==> src/rtl/adc_lane_align.sv <==
// adc_lane_align: LVDS deserializer word aligner and sample unpacker.
// Drives per-lane bitslip until every lane presents TRAIN_WORD for MATCH_CNT
// consecutive valid words, then remaps the bit-interleaved deserializer word
// into per-sample words (Q0, I0, Q1, I1, ...) with optional offset-binary to
// two's complement conversion.
// Optional feature macro: ADC_ALIGN_ERRCNT_EN adds err_cnt and slip_total.
module adc_lane_align #(
  parameter int NBITS     = 12,
  parameter int NSAMP     = 4,
  parameter int NCH       = 2,
  parameter logic [NSAMP-1:0] TRAIN_WORD = 4'b1000,
  parameter int SLIP_WAIT = 4,
  parameter int MATCH_CNT = 8,
  localparam int NLANE    = NCH * NBITS,
  localparam int W        = NLANE * NSAMP,
  localparam int DW       = NCH * NSAMP * NBITS
) (
  input  logic             clk,
  input  logic             rst,
  input  logic [W-1:0]     rx_in,
  input  logic             rx_valid,
  input  logic             align_start,
  input  logic             fmt_twos,
  output logic [NLANE-1:0] bitslip,
  output logic             aligned,
  output logic             align_fail,
  output logic [NLANE-1:0] lane_fail,
  output logic [DW-1:0]    dout,
  output logic             dout_valid
`ifdef ADC_ALIGN_ERRCNT_EN
  ,
  output logic [15:0]      err_cnt,
  output logic [7:0]       slip_total
`endif
);

  // Slip counter must reach NSAMP-1 and be at least 2 bits wide.
  localparam int SCW = ($clog2(NSAMP) > 2) ? $clog2(NSAMP) : 2;
  localparam int MCW = $clog2(MATCH_CNT + 1);
  localparam int WCW = (SLIP_WAIT > 1) ? $clog2(SLIP_WAIT) : 1;

  typedef enum logic [2:0] {
    S_IDLE,
    S_SETTLE,
    S_CHECK,
    S_LOCKED,
    S_FAIL
  } state_t;

  state_t           state;
  logic [SCW-1:0]   slip_cnt [NLANE];
  logic [MCW-1:0]   match_cnt;
  logic [WCW-1:0]   wait_cnt;

  logic [NLANE-1:0] mismatch;
  logic [NLANE-1:0] at_limit;
  logic [NLANE-1:0] fail_mask;

  logic [DW-1:0]    data_p1;
  logic             vld_p1;

  // Bit-interleaved deserializer word -> sample-ordered word.
  // Lane bit NSAMP-1 is the oldest sample, so sample k sits at NSAMP-1-k.
  function automatic logic [DW-1:0] remap(input logic [W-1:0] word);
    logic [DW-1:0] res;
    res = '0;
    for (int c = 0; c < NCH; c++) begin
      for (int k = 0; k < NSAMP; k++) begin
        for (int b = 0; b < NBITS; b++) begin
          res[(k*NCH + c)*NBITS + b] = word[(c*NBITS + b)*NSAMP + (NSAMP-1-k)];
        end
      end
    end
    return res;
  endfunction

  // Offset binary -> two's complement is an MSB inversion per sample.
  function automatic logic [DW-1:0] fmt_samples(input logic [DW-1:0] d,
                                                input logic twos);
    logic [DW-1:0]           res;
    logic signed [NBITS-1:0] s;
    res = '0;
    for (int j = 0; j < NCH*NSAMP; j++) begin
      s = signed'(d[j*NBITS +: NBITS]);
      if (twos) s[NBITS-1] = ~s[NBITS-1];
      res[j*NBITS +: NBITS] = s;
    end
    return res;
  endfunction

  // Match counter increment that sticks at MATCH_CNT.
  function automatic logic [MCW-1:0] sat_inc_match(input logic [MCW-1:0] v);
    return (v >= MCW'(MATCH_CNT)) ? MCW'(MATCH_CNT) : v + 1'b1;
  endfunction

  // Per-lane training word comparison and slip-limit detection.
  always_comb begin
    mismatch = '0;
    at_limit = '0;
    for (int l = 0; l < NLANE; l++) begin
      mismatch[l] = (rx_in[l*NSAMP +: NSAMP] != TRAIN_WORD);
      at_limit[l] = (slip_cnt[l] == SCW'(NSAMP-1));
    end
    fail_mask = mismatch & at_limit;
  end

  // Alignment FSM with registered bitslip/status outputs.
  always_ff @(posedge clk) begin
    if (rst) begin
      state      <= S_IDLE;
      bitslip    <= '0;
      aligned    <= 1'b0;
      align_fail <= 1'b0;
      lane_fail  <= '0;
      match_cnt  <= '0;
      wait_cnt   <= '0;
      for (int l = 0; l < NLANE; l++) slip_cnt[l] <= '0;
    end else begin
      bitslip <= '0;
      if (align_start) begin
        state      <= S_SETTLE;
        aligned    <= 1'b0;
        align_fail <= 1'b0;
        lane_fail  <= '0;
        match_cnt  <= '0;
        wait_cnt   <= '0;
        for (int l = 0; l < NLANE; l++) slip_cnt[l] <= '0;
      end else begin
        case (state)
          S_SETTLE: begin
            if (wait_cnt == WCW'(SLIP_WAIT-1)) state <= S_CHECK;
            else wait_cnt <= wait_cnt + 1'b1;
          end
          S_CHECK: begin
            if (rx_valid) begin
              if (|fail_mask) begin
                // A lane out of slips wins over any pending slips this cycle.
                lane_fail  <= fail_mask;
                align_fail <= 1'b1;
                state      <= S_FAIL;
              end else if (|mismatch) begin
                bitslip   <= mismatch;
                match_cnt <= '0;
                wait_cnt  <= '0;
                state     <= S_SETTLE;
                for (int l = 0; l < NLANE; l++) begin
                  if (mismatch[l]) slip_cnt[l] <= slip_cnt[l] + 1'b1;
                end
              end else begin
                match_cnt <= sat_inc_match(match_cnt);
                if (match_cnt >= MCW'(MATCH_CNT-1)) begin
                  aligned <= 1'b1;
                  state   <= S_LOCKED;
                end
              end
            end
          end
          default: ;
        endcase
      end
    end
  end

`ifdef ADC_ALIGN_ERRCNT_EN
  logic check_eval;

  function automatic logic [15:0] sat_inc16(input logic [15:0] v);
    return (v == 16'hFFFF) ? v : v + 1'b1;
  endfunction

  function automatic logic [7:0] sat_add_pop(input logic [7:0] v,
                                             input logic [NLANE-1:0] m);
    int s;
    s = int'(v);
    for (int i = 0; i < NLANE; i++) s = s + int'(m[i]);
    return (s > 255) ? 8'hFF : 8'(s);
  endfunction

  assign check_eval = (state == S_CHECK) && rx_valid && !align_start;

  // Saturating mismatch-evaluation and bitslip-pulse statistics.
  always_ff @(posedge clk) begin
    if (rst) begin
      err_cnt    <= '0;
      slip_total <= '0;
    end else begin
      if (align_start) err_cnt <= '0;
      else if (check_eval && |mismatch) err_cnt <= sat_inc16(err_cnt);
      if (check_eval && !(|fail_mask) && |mismatch)
        slip_total <= sat_add_pop(slip_total, mismatch);
    end
  end
`endif

  // ---- stage p1: remap, captured on valid words ----
  always_ff @(posedge clk) begin
    if (rst) begin
      vld_p1  <= 1'b0;
      data_p1 <= '0;
    end else begin
      vld_p1 <= rx_valid & aligned;
      if (rx_valid) data_p1 <= remap(rx_in);
    end
  end

  // ---- stage p2: format conversion, registered output ----
  always_ff @(posedge clk) begin
    if (rst) begin
      dout_valid <= 1'b0;
      dout       <= '0;
    end else begin
      dout_valid <= vld_p1;
      dout       <= fmt_samples(data_p1, fmt_twos);
    end
  end

endmodule

==> config.mk <==
export PLATFORM = sky130hd
export DESIGN_NAME = adc_lane_align
export DESIGN_NICKNAME = d
export VERILOG_FILES = /design/src/rtl/adc_lane_align.sv
export SDC_FILE = /design/constraint.sdc
export NUM_CORES = 1
export LEC_CHECK = 0
export CAP_MARGIN = 20
export CORE_MARGIN = 10
export CORE_UTILIZATION = 39
export DETAILED_ROUTE_END_ITERATION = 10
export HOLD_SLACK_MARGIN = 0.02
export PLACE_DENSITY = 0.67
export SETUP_SLACK_MARGIN = 0.5
export SYNTH_ARGS = -nofsm -noshare
export SYNTH_HDL_FRONTEND = slang
export SYNTH_SLANG_ARGS = --single-unit
==> constraint.sdc <==
create_clock -name clk -period 7.5 [get_ports clk]
set_input_delay 0.75 -clock clk [delete_from_list [all_inputs] [get_ports clk]]
set_output_delay 0.75 -clock clk [all_outputs]
set_load 0.05 [all_outputs]
==> impl_results.md, run 1 <==
- Ys Warns: 0
- EDFF count, synth: 48
- Width of the die: 188 microns
- CTS tree: done
- Core Box Area: between 20000 and 30000 sq um
- Proportion of netlist area held by the largest area contributor: 46.2%
- Hold-fix buffers at CTS: 0
- Fin Setup TNS: 0 ns
- Worst slew pin tran: slightly above 1 ns
- Syn Nets: around 1100
- Clk_lat worst skew: roughly 0.55 ns
- Critical path endpoint category: register
- Slew HR: 32.7%
- Buffers and inverters on the worst path: 2
- Total number of vias: approximately 8000
- LEAKAGE: ~5.8 nW
- Final net count: 1362
- Largest cells by area after synthesis: dfxtp_1 46%, edfxtp_1 13%, mux2i_1 8.8%
- Register area share after synthesis: 59.4%
- Min Tclk post-route: 3.57 ns
- Share of layout cells above drive strength 1: 6.69%
- Arr. time, crit path: 3.84 ns
- Most frequent cells in the layout: 253 x dfxtp_1, 245 x clkdlybuf4s50_1, 160 x nor2_1
- Core Rows: 61
- Max incr delay on CP: 0.72 ns
- RSZ-0062 raised after global routing: false
- Worst path depth: 8
- Die Span Y: 188 microns
- Worst Setup Start Kind: primary input
- Crit-path leading delay family: simple AND/OR/NAND/NOR gates
- PwrDens: between 200 and 250 nW/um^2
- Fmax: 280 MHz
- Post-synthesis cell type count: 42
- Antenna violations before repair: 0
- Port Buffers: around 250
- Final WL: 30.1 mm
- Final GP Congestion: 0.830
- First-pass GRT wire length: 46.1 mm
- Setup violations, final: 0
- Most used DFF post-synth: dfxtp_1
- H-Tree Depth: 1
- DRC errors left: 0
- Cell mode on critical path: nor2_1
- Crit path kind: in2reg
- Final Cycle Share: a little under half
- VDD IR-drop max: ~200 uV
- Slew Viols, Final: 0
- Hold path depth: 1
- Hold Crit Class: reg2reg
- IO Pins: approximately 250
- CTS Buf Count: 31
- CTS max path bufs: 3
- Overflow after GRT: 0
- Asr flop ratio synth: 0%
- Max-Cap Viols: 0
- DRT iter0 DRCs: 461
- Critical-path top delay cell: or4b_1
- Outcome: finished clean
- Post-CTS setup repair buffer count: 0
- Vias in the first global route: 7778
- Total die area: 35200 sq um
- CTS clk-pin slew, worst paths: 0.06 ns
- Final Hold Fails: 0
- Clk root buf: clkbuf_16
- Final HPWL DP: 21.9 mm
- Post-Syn Area per Cell: 10.9 sq um
- Worst path cell trace: clkdlybuf4s50_1, or4b_1, nor4_1, nand4_1, nor2_1, nand4b_1, buf_4, nor2_1
- WL/cell: 18.4 microns
- Antenna viol nets, final: 0
- Avg Vias per Cell: 4.88
- Effective utilization at floorplan: roughly two fifths
- Worst Path Required: 7.76 ns
- Area growth, synth to finish: 35.0%
- Worst Path Max Fanout: between 70 and 80
- Synth area leader: dfxtp_1
- Cell count after synthesis: 1003
- # clock sinks: between 300 and 400
- Yosys reg bits: approximately 300
- Depth of the worst register-to-register path: 7
- Gr usage total: 16.3%
- Antenna diodes: 0
- 1st-pass router iterations: 4
- Largest net degree at the start of global routing: 100
- Mapped cell area: 11000 sq um
- Post_cts resized: 0
- Tot Pwr: 0.00361 W
- Commonest non-fill, non-tap cell in the layout: dfxtp_1
- Clk_skew: 0.0112 ns
## cell usage after synthesis, drive strengths merged, types with 12 or more instances
cell / n
a21oi: 30
buf: 18
clkbuf: 39
nor2b: 90
nand2: 31
ha: 27
mux2i: 96
dfxtp: 253
a22oi: 12
or4b: 24
nand3: 26
edfxtp: 48
nor3: 27
o21ai: 52
nor4b: 24
nor2: 161
## metrics by stage
stage | util, % | worst slack (ns) | area (sq um) | hold slack (ns) | cells
floorplan | - | 4.58 | 11000 | 0.414 | 1003
global placement | 49.5 | 3.49 | 13800 | 0.420 | 1579
finish | 53.2 | 3.93 | 14800 | 0.441 | 1634
CTS | 53.2 | 3.97 | 14800 | 0.446 | 1634
global route | 53.2 | 3.79 | 14800 | 0.467 | 1634
detailed placement | 49.5 | 3.39 | 13800 | 0.431 | 1579
## final cells by class
type | instances | area, sq um
fillers | 2478 | 13000
flip-flops and latches | 301 | 6510
multi-input cells | 641 | 4230
repair buffers | 255 | 2530
clock buffers | 45 | 951
well taps | 378 | 473
clock inverters | 10 | 82.6
inverters | 4 | 15.0
## state kept, by name, indices dropped and copies added (netlist names)
register	count
data_p1	96
dout	96
slip_cnt	48
bitslip	24
lane_fail	24
match_cnt	4
state	3
wait_cnt	2
align_fail	1
aligned	1
dout_valid	1
vld_p1	1
## report_power, final
group	switching [W]	internal, W
Clock	0.000621	0.000908
Combinational	0.000204	0.000148
Sequential	0.0000249	0.00170
Total	0.000850	0.00276
## cell families (layout without fill, tap and decap cells)
| family | count (synthesis) | count (layout) | synth area share, % |
|---|---|---|---|
| XOR/XNOR | 8 | 8 | 0.639 |
| AO/OA/AOI/OAI | 106 | 106 | 5.74 |
| buffers and inverters | 61 | 314 | 2.22 |
| adder cells (fa/ha/maj) | 27 | 27 | 3.08 |
| multiplexers | 97 | 97 | 8.87 |
| AND/OR/NAND/NOR | 403 | 403 | 20.1 |
| flip-flops | 301 | 301 | 59.4 |
## layer usage
layer	part of all wire (%)	track usage [%]	wire length (microns)	up-vias
met1	41	19.3	12300	3759
met2	49	27.7	14600	222
met4	1.8	4.00	545	0
met3	8.6	5.47	2580	38
met5	0	0	0	-
li1	-	-	-	3948
## worst paths after layout
path	start	end	slack, ns
setup reg to reg	state[1]	slip_cnt[2][14]	4.10
setup / recovery	rx_in[54]	slip_cnt[1][5]	3.93
hold / removal	vld_p1	dout_valid	0.44
hold reg to reg	vld_p1	dout_valid	0.44
(Power assumes the default switching activity.)
==> inputs of run 2 (changes only) <==
==> constraint.sdc (replaced) <==
create_clock -name clk -period 3.6 [get_ports clk]
set_input_delay 0.36 -clock clk [delete_from_list [all_inputs] [get_ports clk]]
set_output_delay 0.36 -clock clk [all_outputs]
set_load 0.05 [all_outputs]
==> impl_results.md, run 2 (same netlist as run 1, synthesis figures left out) <==
- Die Span Y: 188 microns
- RSZ-0062 raised after global routing: false
- Fin Setup TNS: 0 ns
- Depth of the worst register-to-register path: 7
- Clk_lat worst skew: around 0.55 ns
- Final HPWL DP: roughly 22 mm
- Outcome: finished clean
- Fmax: around 360 MHz
- Vias in the first global route: 8179
- Slew Viols, Final: 0
- Area growth, synth to finish: 36.1%
- Critical R2R Capture: slip_cnt[2][14]
- Port Buffers: between 200 and 250
- WL/cell: roughly 18 microns
- DRC errors left: 0
- Min Tclk post-route: 2.77 ns
- CTS max path bufs: 3
- Commonest non-fill, non-tap cell in the layout: dfxtp_1
- Slew HR: 30.6%
- Worst Path Required: approximately 3.8 ns
- Avg Vias per Cell: 4.90
- Worst path cell trace: clkdlybuf4s50_1, or4b_1, a22oi_1, nand4_1, nor4_4, o21ai_2, buf_4, o21ai_0
- # clock sinks: 301
- CTS clk-pin slew, worst paths: 0.06 ns
- DRT iter0 DRCs: 412
- Met2 wire length: roughly 14 mm
- Final GP Congestion: between 0.7 and 0.8
- CTS Buf Count: 31
- Overflow after GRT: 0
- Total number of vias: 8067
- Effective utilization at floorplan: 39.4%
- Clk_skew: roughly 0.009 ns
- Critical-path top delay cell: or4b_1
- Gr usage total: between 10% and 20%
- 1st-pass router iterations: 5
- Crit path kind: in2reg
- Max incr delay on CP: between 0.6 and 0.7 ns
- Non-filler instance count after layout: 1645
- Final Hold Fails: 0
- Crit-path leading delay family: simple AND/OR/NAND/NOR gates
- Final net count: 1370
- Max-Cap Viols: 0
- Most frequent cells in the layout: 253 x dfxtp_1, 245 x clkdlybuf4s50_1, 160 x nor2_1
- Reg2Reg Setup Slack: ~1.1 ns
- Buffers and inverters on the worst path: 2
- Number of instances in the placed design: between 1500 and 2000
- Width of the die: 188 microns
- Core Box Area: about 28000 sq um
- Clk root buf: clkbuf_16
- Antenna violations before repair: 0
- Worst Setup SP: rx_in[22]
- Antenna viol nets, final: 0
- Met1 wire length: 12.3 mm
- CTS tree: done
- H-Tree Depth: 1
- Final WL: 30.1 mm
- Core Rows: 61
- Largest registers: data_p1 x96, dout x96, slip_cnt x48
- LEAKAGE: 5.88 nW
- Arr. time, crit path: 3.00 ns
- Hold Crit Class: in2reg
- PwrDens: 511 nW/um^2
- Post-CTS setup repair buffer count: 0
- Antenna diodes: 0
- Worst Setup Start Kind: primary input
- Worst r2r src: slip_cnt[1][12]
- Hold-fix buffers at CTS: 0
- Final Cycle Share: between 70% and 80%
- VDD IR-drop max: around 350 uV
- Setup violations, final: 0
- Largest net degree at the start of global routing: 149
- First-pass GRT wire length: 46.9 mm
- Worst path depth: 8
- IO Pins: 248
- Post_cts resized: 0
- Met3 Routed Length: 2.53 mm
- Share of layout cells above drive strength 1: 7.73%
- Worst slew pin tran: 1.03 ns
- CP Capture Point: slip_cnt[2][14]
- Total die area: 35200 sq um
- Top routing layer in use: met4
- Critical path endpoint category: register
- Tot Pwr: about 0.0076 W
- Worst Path Max Fanout: 9
[run 2: cell count changes in the layout (fill, tap and decap cells not counted), sizes merged]
cell | previous run | this run
inv | 4 | 6
clkbuf | 45 | 43
clkinvlp | 0 | 1
bufinv | 1 | 2
buf | 10 | 18
clkinv | 9 | 10
[run 2: report_power, final]
group | leakage (nW) | internal, W | switching [W]
registers | 2.60 | 0.00355 | 0.0000536
clock network | 0.539 | 0.00195 | 0.00133
logic | 2.73 | 0.000312 | 0.000424
total | 5.88 | 0.00580 | 0.00181
[run 2: worst reg2reg max path: cells and delay by family, from the launching register on]
| family | cells | cell delay (ns) |
|---|---|---|
| compound gates | 3 | 0.67 |
| flops | 1 | 0.41 |
| simple gates | 2 | 0.57 |
| fa+ha+maj | 1 | 0.25 |
| buf+inv | 1 | 0.23 |
[run 2: layout make-up]
class | count | area (sq um)
clock buffers | 43 | 931
well taps | 378 | 473
repair buffers | 263 | 2620
flip-flops and latches | 301 | 6510
fillers | 2499 | 12900
multi-input cells | 641 | 4230
inverters | 4 | 15.0
clock inverters | 15 | 139
[run 2: per-layer routing]
layer / vias to the layer above / track usage (%)
met1: 3833 / 19.2
met3: 39 / 5.73
met2: 207 / 28.1
li1: 3988 / -
met4: 0 / 4.37
met5: - / 0
[run 2: worst min path at each step]
stage                 from          end  slack [ns]  depth (start not counted)
global placement    vld_p1   dout_valid        0.42                          1
detailed placement  vld_p1   dout_valid        0.43                          1
floorplan           vld_p1   dout_valid        0.41                          1
global route           rst  data_p1[50]        0.21                          2
CTS                    rst   data_p1[0]        0.18                          2
finish                 rst   data_p1[0]        0.19                          2
[run 2: stage by stage]
stage / util (%) / worst slack, ns / hold WS (ns) / area (sq um)
floorplan: - / 1.07 / 0.414 / 11000
global placement: 49.8 / 0.371 / 0.421 / 13800
detailed placement: 49.8 / 0.230 / 0.430 / 13800
CTS: 53.7 / 0.827 / 0.179 / 14900
global route: 53.7 / 0.658 / 0.208 / 14900
finish: 53.7 / 0.827 / 0.194 / 14900
